[config.mk]
export PLATFORM = sky130hd
export DESIGN_NAME = iurt_escaping
export DESIGN_NICKNAME = d
export VERILOG_FILES = /design/src/rtl/iurt_pkg.sv /design/src/rtl/iurt_escape_tx.sv /design/src/rtl/iurt_escaping.sv
export SDC_FILE = /design/constraint.sdc
export NUM_CORES = 1
export LEC_CHECK = 0
export ABC_AREA = 1
export CELL_PAD_IN_SITES_DETAIL_PLACEMENT = 2
export CELL_PAD_IN_SITES_GLOBAL_PLACEMENT = 2
export CORE_MARGIN = 3
export CORE_UTILIZATION = 35
export DETAILED_ROUTE_END_ITERATION = 6
export DONT_BUFFER_PORTS = 1
export GPL_TIMING_DRIVEN = 0
export PLACE_DENSITY_LB_ADDON = 0.1
export SLEW_MARGIN = 20
export SYNTH_ARGS = -nofsm -noshare
export SYNTH_HDL_FRONTEND = slang
export SYNTH_SLANG_ARGS = --single-unit
[constraint.sdc]
create_clock -name clk -period 1.2 [get_ports clk]
set_input_delay 0.24 -clock clk [delete_from_list [all_inputs] [get_ports clk]]
set_output_delay 0.24 -clock clk [all_outputs]
set_load 0.005 [all_outputs]
[src/rtl/iurt_pkg.sv]
// Shared definitions for the IURT escaping stage: symbol defaults and
// the downstream FSM state type.
package iurt_pkg;

    localparam logic [7:0] ESC_SYM_DEFAULT = 8'h55;
    localparam logic [7:0] RST_SYM_DEFAULT = 8'hEE;

    typedef enum logic {
        DN_IDLE = 1'b0,
        DN_ESC  = 1'b1
    } dn_state_t;

    // True when a byte must be prefixed by an escape symbol upstream.
    function automatic logic needs_escape(input logic [7:0] b,
                                          input logic [7:0] esc_sym,
                                          input logic [7:0] rst_sym);
        return (b == esc_sym) || (b == rst_sym);
    endfunction

endpackage

[src/rtl/iurt_escape_tx.sv]
// Upstream escape insertion: a one-byte buffer plus a pending escape flag.
// Handshake: a byte is taken when i_valid is high in a ce cycle; o_ready only
// advertises that the buffer is empty and the hub can accept. o_valid is a
// one-cycle pulse (held across ce-low cycles) and is never raised two cycles
// in a row.
module iurt_escape_tx
    import iurt_pkg::*;
#(
    parameter logic [7:0] ESCAPE_SYMBOL = ESC_SYM_DEFAULT,
    parameter logic [7:0] RESET_SYMBOL  = RST_SYM_DEFAULT
) (
    input  logic       clk,
    input  logic       rst_n,
    input  logic       ce,
    input  logic       i_valid,
    input  logic [7:0] i_data,
    output logic       o_ready,
    input  logic       i_hub_ready,
    output logic       o_valid,
    output logic [7:0] o_data
);

    logic       r_esc_pending;
    logic       r_byte_pending;
    logic [7:0] r_byte;
    logic       r_valid;
    logic [7:0] r_data;
    logic       w_empty;
    logic       w_emit;

    assign w_empty = ~r_esc_pending & ~r_byte_pending;
    assign w_emit  = i_hub_ready & ~r_valid & ~w_empty;
    assign o_ready = i_hub_ready & w_empty;
    assign o_valid = r_valid;
    assign o_data  = r_data;

    // Capture into the empty buffer, then emit escape first and the byte second.
    always_ff @(posedge clk or negedge rst_n) begin
        if (!rst_n) begin
            r_esc_pending  <= 1'b0;
            r_byte_pending <= 1'b0;
            r_byte         <= 8'h00;
            r_valid        <= 1'b0;
            r_data         <= 8'h00;
        end else if (ce) begin
            r_valid <= 1'b0;
            if (i_valid && w_empty) begin
                r_byte         <= i_data;
                r_byte_pending <= 1'b1;
                r_esc_pending  <= needs_escape(i_data, ESCAPE_SYMBOL, RESET_SYMBOL);
            end else if (w_emit) begin
                r_valid <= 1'b1;
                if (r_esc_pending) begin
                    r_data        <= ESCAPE_SYMBOL;
                    r_esc_pending <= 1'b0;
                end else begin
                    r_data         <= r_byte;
                    r_byte_pending <= 1'b0;
                end
            end
        end
    end

    // A byte offered while the buffer is still occupied is dropped.
    a_no_overrun: assert property (@(posedge clk) disable iff (!rst_n)
        !(ce && i_valid && !w_empty));

endmodule

[src/rtl/iurt_escaping.sv]
// Escaping stage between the JTAG hub and the IURT controller. Downstream
// strips escapes and turns unescaped reset symbols into a ctl_rst pulse;
// upstream inserts escapes in front of special bytes.
module iurt_escaping
    import iurt_pkg::*;
#(
    parameter logic [7:0] ESCAPE_SYMBOL = ESC_SYM_DEFAULT,
    parameter logic [7:0] RESET_SYMBOL  = RST_SYM_DEFAULT
) (
    input  logic       clk,
    input  logic       rst_n,
    input  logic       ce,
    output logic       hub_dn_ready,
    input  logic       hub_dn_valid,
    input  logic [7:0] hub_dn_data,
    input  logic       hub_up_ready,
    output logic       hub_up_valid,
    output logic [7:0] hub_up_data,
    input  logic       ctl_dn_ready,
    output logic       ctl_dn_valid,
    output logic [7:0] ctl_dn_data,
    output logic       ctl_up_ready,
    input  logic       ctl_up_valid,
    input  logic [7:0] ctl_up_data,
    output logic       ctl_rst
);

    dn_state_t  r_dn_state;
    dn_state_t  w_dn_state_nxt;
    logic       r_dn_valid;
    logic [7:0] r_dn_data;
    logic       r_rst;
    logic       w_dn_valid_nxt;
    logic [7:0] w_dn_data_nxt;
    logic       w_rst_nxt;

    assign hub_dn_ready = ctl_dn_ready;
    assign ctl_dn_valid = r_dn_valid;
    assign ctl_dn_data  = r_dn_data;
    assign ctl_rst      = r_rst;

    // Downstream next state: escape prefix, reset request, or literal byte.
    always_comb begin
        w_dn_state_nxt = r_dn_state;
        w_dn_valid_nxt = 1'b0;
        w_dn_data_nxt  = r_dn_data;
        w_rst_nxt      = 1'b0;
        if (hub_dn_valid) begin
            case (r_dn_state)
                DN_IDLE: begin
                    if (hub_dn_data == ESCAPE_SYMBOL) begin
                        w_dn_state_nxt = DN_ESC;
                    end else if (hub_dn_data == RESET_SYMBOL) begin
                        w_rst_nxt = 1'b1;
                    end else begin
                        w_dn_valid_nxt = 1'b1;
                        w_dn_data_nxt  = hub_dn_data;
                    end
                end
                DN_ESC: begin
                    w_dn_valid_nxt = 1'b1;
                    w_dn_data_nxt  = hub_dn_data;
                    w_dn_state_nxt = DN_IDLE;
                end
                default: w_dn_state_nxt = DN_IDLE;
            endcase
        end
    end

    // Downstream registers; everything freezes while ce is low.
    always_ff @(posedge clk or negedge rst_n) begin
        if (!rst_n) begin
            r_dn_state <= DN_IDLE;
            r_dn_valid <= 1'b0;
            r_dn_data  <= 8'h00;
            r_rst      <= 1'b0;
        end else if (ce) begin
            r_dn_state <= w_dn_state_nxt;
            r_dn_valid <= w_dn_valid_nxt;
            r_dn_data  <= w_dn_data_nxt;
            r_rst      <= w_rst_nxt;
        end
    end

    iurt_escape_tx #(
        .ESCAPE_SYMBOL (ESCAPE_SYMBOL),
        .RESET_SYMBOL  (RESET_SYMBOL)
    ) u_tx (
        .clk         (clk),
        .rst_n       (rst_n),
        .ce          (ce),
        .i_valid     (ctl_up_valid),
        .i_data      (ctl_up_data),
        .o_ready     (ctl_up_ready),
        .i_hub_ready (hub_up_ready),
        .o_valid     (hub_up_valid),
        .o_data      (hub_up_data)
    );

endmodule

==> results of run 1 <==
==> per-stage QoR <==
step | util | power (W) | cells
floorplan | - | 0.00207 | 149
global placement | 0.385 | 0.00221 | 197
detailed placement | 0.385 | 0.00228 | 197
CTS | 0.420 | 0.00313 | 208
global route | 0.432 | 0.00339 | 210
finish | 0.432 | 0.00314 | 210
==> state kept, by name (all words and copies together), names as in the netlist <==
signal,cells
u_tx.r_byte_pending,1
r_dn_state,1
ctl_rst,1
ctl_dn_data,8
u_tx.r_byte,8
u_tx.o_data,8
u_tx.r_esc_pending,1
u_tx.o_valid,1
ctl_dn_valid,1
==> synth_stat cells (2+ instances only) <==
master,instances
nand2_1,45
dfrtp_1,30
inv_1,18
nand4_1,10
o21ai_0,8
o21ai_1,7
nor2_1,6
nand3_1,4
o22a_1,3
inv_2,2
nand3_2,2
nand3_4,2
nor2_2,2
nor2_4,2
==> path summary, 6_finish.rpt <==
check / start / endpoint / slack, ns / cells past startpoint
max reg2reg: u_tx.r_esc_pending / u_tx.o_data[4] / 0.01 / 5
min reg2reg: u_tx.r_byte[3] / u_tx.r_byte[3] / 0.49 / 2
max in group asynchronous: rst_n / u_tx.r_byte[4] / 0.64 / 2
max: u_tx.r_esc_pending / ctl_up_ready / -0.009 / 3
min in group asynchronous: rst_n / u_tx.o_data[6] / 0.40 / 2
min: ce / ctl_dn_valid / 0.05 / 1
==> per-layer routing <==
metal / up-vias / wire (um) / share of wire
met1: 525 / 1470 / 0.42
li1: 507 / - / -
met4: 0 / 11 / 0.0031
met3: 2 / 298 / 0.085
met5: - / 0 / 0
met2: 38 / 1750 / 0.50
==> cell type report <==
class                   instances  area [um^2]
fillers                       419         2090
repair buffers                  6         72.6
multi-input cells              97          543
plain buffers                   1         7.51
inverters                      21         82.6
clock buffers                   5         68.8
clock inverters                 2         10.0
flip-flops and latches         30          751
well taps                      48         60.1
==> worst reg2reg max path, cell delays in order, from the launching register on <==
cell,delay (ns)
dfrtp_1,0.41
nor2_4,0.13
buf_4,0.15
nor2_8,0.06
buf_4,0.14
o22a_1,0.19
==> cell families (layout without fill, tap and decap cells) <==
group / count (synthesis) / after routing / share of synthesized area
simple gates: 78 / 78 / 0.304
buf+inv: 22 / 35 / 0.0645
flops: 30 / 30 / 0.552
compound gates: 19 / 19 / 0.0792
==> repair_timing <==
item,in CTS,in global routing
gates cloned,0,0
pin swaps,1,1
endpoints found under the setup margin,13,20
hold endpoints to repair,30,0
resized for setup,4,3
buffers inserted,2,2
hold buffers,2,0
==> power by group through the flow <==
stage | Sequential (W) | Combinational (W) | Clock [W]
2_1_floorplan | 0.00154 | 0.000528 | 0
3_5_place_dp | 0.00162 | 0.000661 | 0
6_report | 0.00160 | 0.000799 | 0.000744
3_3_place_gp | 0.00160 | 0.000607 | 0
5_1_grt | 0.00165 | 0.000912 | 0.000827
4_1_cts | 0.00161 | 0.000756 | 0.000768
==> key figures, run 1 <==
Run status
  • Status: finished, violations left
  • Failing checks: setup timing

Synthesis
  • Count of cell types in the netlist: 22
  • Avg Inst Size Synth: 9.12 um^2
  • Sequential area share after synthesis: 0.552
  • Post-synth top area cell: dfrtp_1
  • Main synth FF type: dfrtp_1
  • Synthesized area: 1360 um^2
  • Synth area leaders: dfrtp_1 (55%), nand2_1 (12%), inv_1 (5.0%), nand4_1 (4.6%), o21ai_0 (2.9%)
  • Number of synthesized flops with an enable pin: 0
  • Yosys top cell area share: 0.552
  • Synth warn: 0
  • Fraction of registers with async set/reset: 1.00
  • Mapped Nets: 172
  • Mapped Cells: 149
  • Synthesis-stage register bit count: 30

Setup path
  • CP Class: flop to output pin
  • Worst-path cell chain: nor2_4 -> inv_2 -> nor2_4
  • CP max-delay cell: dfrtp_1
  • Arrival @ worst endpoint: 0.97 ns
  • Crit path max-delay family: flip-flops
  • Critical Path RT: 0.96 ns
  • Startpoint types: flop
  • Top cell by count, worst path: nor2_4
  • Critical-path maximum fanout: 2
  • CP endpoint kind: output pin
  • CP Buf/Inv Count: 1
  • Slowest stage delay, CP: 0.41 ns

Pwr
  • Flop pwr share: 0.509
  • Static leakage: 0.766 nW
  • Pwr Density: 1970 nW/um^2
  • Clk network pwr share: 0.237
  • Net load switching power: 0.00106 W
  • Sw frac: 0.338
  • Internal power: 0.00208 W
  • Comb power frac: 0.254
  • VDD IR max: 918 uV

Route
  • DRT iter0 DRCs: 61
  • Final wirelength: 3520 um
  • Post-route ant nets: 0
  • Vias/cell: 5.10
  • Residual DRC: 0
  • Vias: 1072
  • Drt wl/cell: 16.8 um
  • Initial DRT Pass Iterations: 4

Clock network
  • TritonCTS buffer count: 5
  • CTS tree: built
  • Num Clock Sinks: 30
  • CTS clk-pin slew, worst paths: 0.06 ns
  • H-Tree Depth: 2
  • Worst-Skew Late Latency: 0.28 ns
  • Clock root cell: clkbuf_8
  • Clock Path Buffers: 2

Timing
  • Max-slew headroom: 0.850
  • Setup TNS: -0.00882 ns
  • Fmax: 0.827 GHz
  • Final Max Slew Viols: 0
  • Worst setup margin: -0.00882 ns
  • Final hold violation count: 0
  • Clock Skew: 0.00628 ns
  • Worst hold slack: 0.0550 ns
  • Final cycle utilization of the critical path: 1.01
  • Final-report setup violation count: 1
  • Final min period: 1.21 ns
  • Slew @ Worst Pin: 0.223 ns
  • RSZ-0062 raised after global routing: yes

GRT
  • Number of global-route vias before repair: 1193
  • First-pass GRT wire length: 5490 um
  • Met2 Usage GRT: 0.280
  • Gr busiest metal: met2
  • Grt ovf: 0
  • GR Layer Usage met1: 0.185
  • Met3 usage: 0.0837
  • Largest net degree at the start of global routing: 31
  • GRT Util Overall: 0.165
  • Initial antenna violation count: 0

Final layout
  • Finished Cell Area: 1600 um^2
  • Commonest non-fill, non-tap cell in the layout: nand2_1
  • Fraction of layout cells with a size suffix above 1: 0.185
  • Most frequent cells in the layout: nand2_1 (45), dfrtp_1 (30), inv_1 (16)
  • Area Growth Syn to Fin: 17.4%
  • # diodes: 0
  • Nets: 185

Die
  • # IOs: 44
  • DIE AREA: 4670 um^2
  • Die X-Extent: 68.3 um
  • Rows: 22
  • Core ar.: 3690 um^2
  • Starting Density: 0.368
  • Die H: 68.3 um

Placement
  • DP HPWL: 2670 um
  • Port-buffer cells: 0
  • RePlAce Congestion: 0.754
  • Pre-CTS setup slack: -0.0708 ns
  • Area post-placement: 1420 um^2

Flow run
  • Max_cap viols: 0

Min path
  • Tightest Hold Check Type: input pin to flop
Power figures use the tool's default switching activity.
==> run 2: changes to the inputs <==
Settings changed: GPL_ROUTABILITY_DRIVEN from default to 1.
==> results of run 2 <==
Final layout, timing and power as in run 1 (identical DEF).
